### src/rtl/serial_xfer_controller_if.sv
// Bundle of datapath status inputs and enable/debug outputs for serial_xfer_controller.
// The slave modport is the controller's view; the master modport is the datapath/bench view.
interface serial_xfer_controller_if #(
  parameter int FRAME_W = 8
);
  logic               clkEn;
  logic               serIn;
  logic               co1;
  logic               co2;
  logic               coD;
  logic               numZero;
  logic               abort;
  logic               shEn;
  logic               cnt1;
  logic               shEnD;
  logic               cnt2;
  logic               ldCntD;
  logic               cntD;
  logic               serCntValid;
  logic               Done;
  logic               busy;
  logic [2:0]         state;
  logic [FRAME_W-1:0] frameCnt;

  modport master (
    output clkEn, serIn, co1, co2, coD, numZero, abort,
    input  shEn, cnt1, shEnD, cnt2, ldCntD, cntD, serCntValid, Done, busy, state, frameCnt
  );

  modport slave (
    input  clkEn, serIn, co1, co2, coD, numZero, abort,
    output shEn, cnt1, shEnD, cnt2, ldCntD, cntD, serCntValid, Done, busy, state, frameCnt
  );
endinterface

### src/rtl/serial_xfer_controller.sv
// Frame-sequencing FSM for the serial port-demux datapath: start, port bits, count bits,
// counter load, data transfer, completion pulse; plus a saturating completed-frame counter.
module serial_xfer_controller #(
  parameter int   FRAME_W   = 8,
  parameter logic START_LVL = 1'b0
) (
  input  logic                   clk,
  input  logic                   rst,
  serial_xfer_controller_if.slave bus
);

  typedef enum logic [2:0] {
    S_IDLE = 3'd0,
    S_PORT = 3'd1,
    S_NUM  = 3'd2,
    S_LOAD = 3'd3,
    S_DATA = 3'd4,
    S_DONE = 3'd5
  } state_t;

  state_t             r_state;
  state_t             w_next;
  logic [FRAME_W-1:0] r_frameCnt;

  always_ff @(posedge clk or posedge rst) begin
    if (rst) r_state <= S_IDLE;
    else     r_state <= w_next;
  end

  always_comb begin
    w_next = r_state;
    if (bus.abort) begin
      w_next = S_IDLE;
    end else begin
      case (r_state)
        S_IDLE: if (bus.clkEn && (bus.serIn == START_LVL)) w_next = S_PORT;
        S_PORT: if (bus.clkEn && bus.co1)                  w_next = S_NUM;
        S_NUM:  if (bus.clkEn && bus.co2)                  w_next = S_LOAD;
        S_LOAD: if (bus.clkEn) w_next = bus.numZero ? S_DONE : S_DATA;
        S_DATA: if (bus.clkEn && bus.coD)                  w_next = S_DONE;
        S_DONE: w_next = S_IDLE;
        default: w_next = S_IDLE;
      endcase
    end
  end

  // Moore decode: every output depends on r_state alone.
  always_comb begin
    bus.shEn        = 1'b0;
    bus.cnt1        = 1'b0;
    bus.shEnD       = 1'b0;
    bus.cnt2        = 1'b0;
    bus.ldCntD      = 1'b0;
    bus.cntD        = 1'b0;
    bus.serCntValid = 1'b0;
    bus.Done        = 1'b0;
    case (r_state)
      S_PORT: begin
        bus.shEn = 1'b1;
        bus.cnt1 = 1'b1;
      end
      S_NUM: begin
        bus.shEnD = 1'b1;
        bus.cnt2  = 1'b1;
      end
      S_LOAD: bus.ldCntD = 1'b1;
      S_DATA: begin
        bus.cntD        = 1'b1;
        bus.serCntValid = 1'b1;
      end
      S_DONE: bus.Done = 1'b1;
      default: ;
    endcase
  end

  always_ff @(posedge clk or posedge rst) begin
    if (rst) begin
      r_frameCnt <= '0;
    end else if ((w_next == S_DONE) && (r_state != S_DONE) && (r_frameCnt != '1)) begin
      r_frameCnt <= r_frameCnt + 1'b1;
    end
  end

  assign bus.busy     = (r_state != S_IDLE);
  assign bus.state    = r_state;
  assign bus.frameCnt = r_frameCnt;

endmodule
### src/flat_wrapper.sv
// flat-port wrapper written by rule: the top's interface ports become plain ports
module serial_xfer_controller_flat 
#(
  parameter int   FRAME_W   = 8,
  parameter logic START_LVL = 1'b0
)
  (clk, rst, bus_clkEn, bus_serIn, bus_co1, bus_co2, bus_coD, bus_numZero, bus_abort, bus_shEn, bus_cnt1, bus_shEnD, bus_cnt2, bus_ldCntD, bus_cntD, bus_serCntValid, bus_Done, bus_busy, bus_state, bus_frameCnt);
  serial_xfer_controller_if #(.FRAME_W(FRAME_W)) bus_i ();
  input  logic clk;
  input  logic rst;
  input wire logic [$bits(bus_i.clkEn)-1:0] bus_clkEn;
  input wire logic [$bits(bus_i.serIn)-1:0] bus_serIn;
  input wire logic [$bits(bus_i.co1)-1:0] bus_co1;
  input wire logic [$bits(bus_i.co2)-1:0] bus_co2;
  input wire logic [$bits(bus_i.coD)-1:0] bus_coD;
  input wire logic [$bits(bus_i.numZero)-1:0] bus_numZero;
  input wire logic [$bits(bus_i.abort)-1:0] bus_abort;
  output wire logic [$bits(bus_i.shEn)-1:0] bus_shEn;
  output wire logic [$bits(bus_i.cnt1)-1:0] bus_cnt1;
  output wire logic [$bits(bus_i.shEnD)-1:0] bus_shEnD;
  output wire logic [$bits(bus_i.cnt2)-1:0] bus_cnt2;
  output wire logic [$bits(bus_i.ldCntD)-1:0] bus_ldCntD;
  output wire logic [$bits(bus_i.cntD)-1:0] bus_cntD;
  output wire logic [$bits(bus_i.serCntValid)-1:0] bus_serCntValid;
  output wire logic [$bits(bus_i.Done)-1:0] bus_Done;
  output wire logic [$bits(bus_i.busy)-1:0] bus_busy;
  output wire logic [$bits(bus_i.state)-1:0] bus_state;
  output wire logic [$bits(bus_i.frameCnt)-1:0] bus_frameCnt;
  assign bus_i.clkEn = bus_clkEn;
  assign bus_i.serIn = bus_serIn;
  assign bus_i.co1 = bus_co1;
  assign bus_i.co2 = bus_co2;
  assign bus_i.coD = bus_coD;
  assign bus_i.numZero = bus_numZero;
  assign bus_i.abort = bus_abort;
  assign bus_shEn = bus_i.shEn;
  assign bus_cnt1 = bus_i.cnt1;
  assign bus_shEnD = bus_i.shEnD;
  assign bus_cnt2 = bus_i.cnt2;
  assign bus_ldCntD = bus_i.ldCntD;
  assign bus_cntD = bus_i.cntD;
  assign bus_serCntValid = bus_i.serCntValid;
  assign bus_Done = bus_i.Done;
  assign bus_busy = bus_i.busy;
  assign bus_state = bus_i.state;
  assign bus_frameCnt = bus_i.frameCnt;
  serial_xfer_controller #(.FRAME_W(FRAME_W), .START_LVL(START_LVL)) u_core (.clk(clk), .rst(rst), .bus(bus_i));
endmodule
### config.mk
export PLATFORM = sky130hd
export DESIGN_NAME = serial_xfer_controller_flat
export DESIGN_NICKNAME = d
export VERILOG_FILES = /design/src/rtl/serial_xfer_controller_if.sv /design/src/rtl/serial_xfer_controller.sv /design/src/flat_wrapper.sv
export SDC_FILE = /design/constraint.sdc
export NUM_CORES = 1
export LEC_CHECK = 0
export BUFFER_PORTS_ARGS = -buffer_cell sky130_fd_sc_hd__buf_2
export CORE_MARGIN = 2
export CORE_UTILIZATION = 40
export CTS_BUF_LIST = sky130_fd_sc_hd__clkbuf_16
export DETAILED_ROUTE_END_ITERATION = 16
export MAX_ROUTING_LAYER = met4
export PLACE_DENSITY = 0.71
export SYNTH_ARGS = -nofsm -noshare
export SYNTH_HDL_FRONTEND = slang
export SYNTH_SLANG_ARGS = --single-unit
### constraint.sdc
create_clock -name clk -period 1.5 [get_ports clk]
set_input_delay 0.075 -clock clk [delete_from_list [all_inputs] [get_ports clk]]
set_output_delay 0.075 -clock clk [all_outputs]
set_load 0.005 [all_outputs]
==> impl_results.md, run 1 <==
* Status: complete, but fails checks
* Failing checks: negative setup slack
* Top FF cell, synth: dfrtp_1
* Critical Path Slowest Stage Cell: dfrtp_2
* Ant. Diodes at 0
* GP Congestion at 0.8757
* DR iter-0 viols at 8
* DP HPWL at 1168 um
* Clock share of power at 51.9%
* CP Class: reg -> reg
* Fmax at 0.5972 GHz
* Nets at 128
* Share of cells above drive strength 1 at 61.54%
* Die Wd at 46.26 um
* Internal power at approximately 720 uW
* WP data required at 1620 ps
* FP Rows at 15
* Slew @ Worst Pin at 402.8 ps
* Final Max Slew Viols at 0
* H-tree Lvls at 1
* Routed len/inst at 12.54 um
* First-pass GRT wire length at 2697 um
* Pleak at 0.0006378 uW
* Final Setup Violations at 8
* Hold Crit Class: in -> reg
* CTS Buf Count at 3
* Mean Syn Cell Area at 10.21 um^2
* Crit path max fanout at 6
* Clock Path Buffers at 2
* Power share of the combinational group at between 10% and 20%
* Net switching power at 181.6 uW
* Yosys cell types at 32
* Total routed wirelength at 1780 um
* Final Hold Viols at 0
* Chip height at approximately 46 um
* Root buffer cell: clkbuf_16
* Final Worst Setup Slack at -174.4 ps
* Final Skew at 1.272 ps
* GRT Resource Usage Total at 18.50%
* Gate Count Post-Synth at 70
* Synth warnings at 0
* DRC viols at 0
* Starting Density at 41.83%
* Area Overhead vs Synth at 67.43%
* Switching share of total power at 20.17%
* Setup TNS at -1067 ps
* Mapped Nets at 80
* Max capacitance violation total at 0
* Slew HR at 73.11%
* Clk pin slew, worst setup/hold paths at 40 ps
* DRT antenna net count at 0
* Post-synth design cell area at about 710 um^2
* Asr flop ratio synth at 100.0%
* Die area at 2140 um^2
* Number of global-route vias before repair at 674
* Sink Count at 11
* Final min period at 1674 ps
* Port Buffer Count at 28
* TritonRoute pass-1 iters at 4
* Period utilization at 111.6%
* Seq/Total Area, Yosys at 38.53%
* Sequential Power Share at 34.4%
* Crit path largest cell delay at 440 ps
* Initial antenna violation count at 0
* Post-DR vias/cell at 4.930
* Worst EP arrival at about 1800 ps
* Number of synthesized flops with an enable pin at 0
* GRT overflow at 0
* CTS tree: done
* Core area at 1708 um^2
* CP endpoint kind: flip-flop
* PwrDens at between 700 and 800 nW/um^2
* Register bit total from synthesis at 11
* Worst-path cell chain: buf_4, o311ai_4, o311a_4, nand4_1, mux2_4
* Pre-CTS setup slack at -324.5 ps
* Largest net degree at the start of global routing at 12
* # IOs at 29
* Unrepaired setup endpoints after global routing: yes
* Worst-skew pair later-pin latency at 230 ps
* VDD IR-drop max at 0.0006854 V
* Crit start category: flip-flop
* Vias at 700
-- metal layers --
metal	GRT usage, %	vias up	wire (um)
li1	-	339	-
met1	18.05	332	737
met2	33.33	25	927
met3	4.706	4	83
met4	9.143	0	31
met5	-	-	0
-- synthesized netlist by cell type (all sizes together), types with 3 or more instances --
cell	instances	area, um^2
inv	4	17.52
nand3	5	25.02
mux2	3	37.53
and3	4	25.02
nand4	3	18.77
buf	7	57.55
dfrtp	11	275.3
xnor2	5	43.79
nor2	4	15.01
-- final cells by class --
| class | instances | area (um^2) |
|---|---|---|
| sequential | 11 | 277.8 |
| multi-input combinational | 48 | 452.9 |
| clock inverter | 1 | 3.754 |
| timing repair buffer | 50 | 337.8 |
| inverter | 4 | 17.52 |
| clock buffer | 3 | 75.07 |
| tap | 25 | 31.28 |
| fill | 129 | 511.7 |
-- worst max-delay path, delay by kind of cell (launching register included) --
kind	cells	cell delay, ps
AO/OA/AOI/OAI	2	530
flip-flops	1	440
multiplexers	1	310
buffers and inverters	1	150
AND/OR/NAND/NOR	1	120
-- placed cells by master, fill, tap and decap left out, types with 2 or more instances in the layout --
master / n
a21oi_1: 2
and3_1: 4
buf_2: 28
nor2_1: 2
clkbuf_16: 3
dfrtp_1: 9
dfrtp_2: 2
buf_6: 8
o21a_1: 2
mux2_4: 3
nand4_1: 3
inv_1: 4
nor3_1: 2
buf_4: 13
nand2b_1: 2
nand3_2: 2
nor2_2: 2
nand3_1: 2
xnor2_1: 4
-- state kept, by name, summed over array words and instances, names as in the netlist --
register	flops
u_core.bus.frameCnt	8
u_core.bus.state	3
-- per-stage QoR --
step | std cells | total power, uW | area [um^2] | hold slack, ps | util (%)
detailed placement | 130 | 404.8 | 939.7 | 84.03 | 55.02
floorplan | 70 | 369.5 | 723.2 | -72.56 | -
global route | 142 | 940.4 | 1196 | 76.79 | 70.04
finish | 142 | 900.5 | 1196 | 67.97 | 70.04
CTS | 140 | 902.2 | 1129 | 43.31 | 66.08
global placement | 130 | 403.9 | 939.7 | 81.86 | 55.02
-- power by group through the flow --
stage / logic [uW] / registers (uW) / clock network [uW]
after floorplan: 59.1 / 310 / 0
after global placement: 90.6 / 313 / 0
after detailed placement: 91.8 / 313 / 0
after CTS: 115 / 309 / 478
after global routing: 133 / 311 / 497
final: 123 / 310 / 467
-- cell families after synthesis --
logic type / count (synthesis) / synth area share (%)
AO/OA/AOI/OAI: 9 / 11.38
XOR/XNOR: 5 / 6.129
adder cells (fa/ha/maj): 1 / 1.751
buffers and inverters: 11 / 10.51
flip-flops: 11 / 38.53
multiplexers: 3 / 5.253
AND/OR/NAND/NOR: 30 / 26.44
-- path summary, 6_finish.rpt --
check,startpoint,endpoint,slack (ps),cells past startpoint
max,u_core.bus.state[2]$_DFF_PP0_,u_core.bus.frameCnt[6]$_DFFE_PP0P_,-170,5
min,bus_abort,u_core.bus.state[1]$_DFF_PP0_,70,2
max reg2reg,u_core.bus.state[2]$_DFF_PP0_,u_core.bus.frameCnt[6]$_DFFE_PP0P_,-170,5
min reg2reg,u_core.bus.frameCnt[4]$_DFFE_PP0P_,u_core.bus.frameCnt[4]$_DFFE_PP0P_,510,1
max in group asynchronous,rst,u_core.bus.state[2]$_DFF_PP0_,820,3
min in group asynchronous,rst,u_core.bus.frameCnt[0]$_DFFE_PP0P_,370,3
-- timing repair --
action,CTS,global route
hold buffers,1,0
setup endpoints to repair,8,11
setup buffers,5,3
hold endpoints to repair,11,0
gates resized for setup,12,12
cloned,0,0
pin swaps,7,9
Power figures use the tool's default switching activity.
==> run 2, diff against run 1 <==
--- a/config.mk
+++ b/config.mk
@@ -5,13 +5,13 @@
 export SDC_FILE = /design/constraint.sdc
 export NUM_CORES = 1
 export LEC_CHECK = 0
-export BUFFER_PORTS_ARGS = -buffer_cell sky130_fd_sc_hd__buf_2
 export CORE_MARGIN = 2
 export CORE_UTILIZATION = 40
 export CTS_BUF_LIST = sky130_fd_sc_hd__clkbuf_16
 export DETAILED_ROUTE_END_ITERATION = 16
+export DONT_BUFFER_PORTS = 1
 export MAX_ROUTING_LAYER = met4
-export PLACE_DENSITY = 0.71
+export PLACE_DENSITY = 0.56
 export SYNTH_ARGS = -nofsm -noshare
 export SYNTH_HDL_FRONTEND = slang
 export SYNTH_SLANG_ARGS = --single-unit
==> run 2 against run 1 <==
The run still ends with negative setup slack left. Die area is the same. Worst setup slack lost 11 ps. Utilization shrank 8.2 points. Hold slack lost 38 ps. Critical path type unchanged. Critical endpoint is now u_core.bus.frameCnt[7]$_DFFE_PP0P_. Largest cell class unchanged.
==> impl_results.md, run 2 (synthesis gave the netlist of run 1 again) <==
* H-tree Lvls at 1 (unchanged)
* Slew HR at 72.55% (-0.57 points)
* WL met3 at 136 um (+64%)
* Die area at 2140 um^2 (unchanged)
* Routed len/inst at 13.48 um (+7.6%)
* Placed cell areas at 852.1 um^2 (-9.3%)
* Pleak at 0.0005148 uW (-19%)
* Pwr Total at 889.6 uW (-1.2%)
* Post-route cell area at 1056 um^2 (-12%)
* Worst-skew pair later-pin latency at 240 ps (about the same)
* Most frequent cells in the layout: buf_4, dfrtp_1, xnor2_1
* Status: complete, but fails checks
* Die Wd at 46.26 um (unchanged)
* Hold wc startpoint: bus_abort
* Max capacitance violation total at 0 (unchanged)
* GP Congestion at 0.8123 (-7.2%)
* FF-to-FF Start: u_core.bus.state[2]$_DFF_PP0_
* Sink Count at 11 (unchanged)
* VDD IR-drop max at 0.0007219 V (+5.3%)
* Final Max Slew Viols at 0 (unchanged)
* Core area at 1708 um^2 (unchanged)
* Clk pin slew, worst setup/hold paths at 40 ps (about the same)
* Root buffer cell: clkbuf_16
* PwrDens at 842.4 nW/um^2 (+12%)
* CP endpoint kind: flip-flop
* Crit path max fanout at 6 (unchanged)
* DRT antenna net count at 0 (unchanged)
* FF-to-FF path depth at 5 (unchanged)
* # IOs at 29 (unchanged)
* Port Buffer Count at 0 (-100%)
* DRC viols at 0 (unchanged)
* DP HPWL at 1055 um (-9.7%)
* Post-DR vias/cell at 5.217 (+5.8%)
* Starting Density at 41.83% (unchanged)
* Max reg flops at 8 (unchanged)
* Final Hold Viols at 0 (unchanged)
* R2R Path End: u_core.bus.frameCnt[7]$_DFFE_PP0P_
* Fmax at 0.5935 GHz (-0.63%)
* Share of cells above drive strength 1 at 50.53% (-11 points)
* Worst reg2reg setup slack at -180 ps (about the same)
* Worst hold stages at 2 (unchanged)
* Final min period at 1685 ps (+10.56 ps)
* Number of global-route vias before repair at 601 (-11%)
* Period utilization at 112.3% (+0.70 points)
* First-pass GRT wire length at 2387 um (-11%)
* Top sig layer: met4
* CP Class: reg -> reg
* Clock Path Buffers at 2 (unchanged)
* WP data required at 1620 ps (about the same)
* Unrepaired setup endpoints after global routing: yes
* DR iter-0 viols at 4 (-4)
* Hold Crit Class: in -> reg
* CTS Buf Count at 3 (unchanged)
* Met2 routed WL at 801 um (-14%)
* Final Setup Violations at 8 (unchanged)
* Crit start category: flip-flop
* Setup TNS at -852.1 ps (+215.3 ps)
* Chip height at 46.26 um (unchanged)
* GRT overflow at 0 (unchanged)
* Area Overhead vs Synth at 47.81%
* Worst EP arrival at 1810 ps (+20 ps)
* Ant. Diodes at 0 (unchanged)
* TritonRoute pass-1 iters at 4 (unchanged)
* GRT Resource Usage Total at 16.68% (-1.8 points)
* Vias at 626 (-11%)
* Initial antenna violation count at 0 (unchanged)
* M1 WL at 631 um (-14%)
* FP Rows at 15 (unchanged)
* Final Skew at 2.023 ps (+0.7507 ps)
* Slew @ Worst Pin at 411.3 ps (+8.479 ps)
* Commonest non-fill, non-tap cell in the layout: buf_4
* Total routed wirelength at 1618 um (-9.1%)
* Worst Hold End: u_core.bus.state[0]$_DFF_PP0_
* Nets at 106 (-17%)
* CTS tree: done
* Largest net degree at the start of global routing at 12 (unchanged)
* Failing checks: negative setup slack
* Final Worst Setup Slack at -185.0 ps (-10.57 ps)
[run 2: changes by cell type in the layout (fill, tap and decap cells not counted)]
cell | before | now
buf_2 | 28 | 0
buf_4 | 13 | 24
buf_6 | 8 | 2
a21oi_1 | 2 | 1
a21oi_2 | 0 | 1
dlygate4sd3_1 | 1 | 2
nand3_1 | 2 | 3
nand3_4 | 1 | 0
nand4bb_1 | 0 | 1
nand4bb_4 | 1 | 0
o21a_1 | 2 | 1
o21a_4 | 0 | 1
xnor2_1 | 4 | 5
xnor2_2 | 1 | 0
[run 2: worst max-delay path, cell delays in order, from the launching register on]
cell,delay [ps]
dfrtp_2,430
and2_4,140
o211a_1,220
o311a_4,350
nand4_1,130
mux2_4,300
[run 2: stage by stage]
| step | worst slack [ps] | util, % | hold WS (ps) | std cells |
|---|---|---|---|---|
| finish | -185.0 | 61.83 | 29.59 | 120 |
| CTS | -198.5 | 59.41 | 49.52 | 120 |
| floorplan | -181.7 | - | -72.56 | 70 |
| global placement | -264.4 | 49.89 | -17.16 | 109 |
| global route | -225.3 | 61.83 | 39.28 | 120 |
| detailed placement | -319.7 | 49.89 | -17.69 | 109 |
[run 2: final cells by class]
| type | instances | area, um^2 |
|---|---|---|
| clock buffer | 3 | 75.07 |
| clock inverter | 1 | 3.754 |
| fill | 142 | 651.9 |
| inverter | 4 | 17.52 |
| multi-input combinational | 48 | 427.9 |
| sequential | 11 | 277.8 |
| tap | 25 | 31.28 |
| timing repair buffer | 28 | 222.7 |
[run 2: where the power goes]
part	internal [uW]	switching [uW]	total, uW
Sequential	303	7.50	310
Combinational	51.4	43.8	95.2
Clock	350	134	484
Total	704	185	890
[run 2: how the worst max path moves through the flow]
stage / start / endpoint
4_1_cts: u_core.bus.state[2]$_DFF_PP0_ / u_core.bus.frameCnt[6]$_DFFE_PP0P_
5_1_grt: u_core.bus.state[2]$_DFF_PP0_ / u_core.bus.frameCnt[7]$_DFFE_PP0P_
2_1_floorplan: u_core.bus.state[2]$_DFF_PP0_ / u_core.bus.frameCnt[7]$_DFFE_PP0P_
3_5_place_dp: u_core.bus.state[2]$_DFF_PP0_ / u_core.bus.frameCnt[6]$_DFFE_PP0P_
3_3_place_gp: u_core.bus.state[2]$_DFF_PP0_ / u_core.bus.frameCnt[7]$_DFFE_PP0P_
6_report: u_core.bus.state[2]$_DFF_PP0_ / u_core.bus.frameCnt[7]$_DFFE_PP0P_
[run 2: routing by layer]
metal  up-vias  global-route usage [%]
met1       295                   19.80
met2        31                   25.28
met5         -                       -
met4         0                   11.43
li1        295                       -
met3         5                   3.137
[run 2: what timing repair did]
action	in CTS	in global routing
hold buffers	2	0
pin swaps	1	5
gates cloned	0	0
resized for setup	6	9
hold endpoints to repair	12	0
setup buffers	5	0
setup endpoints to repair	8	8
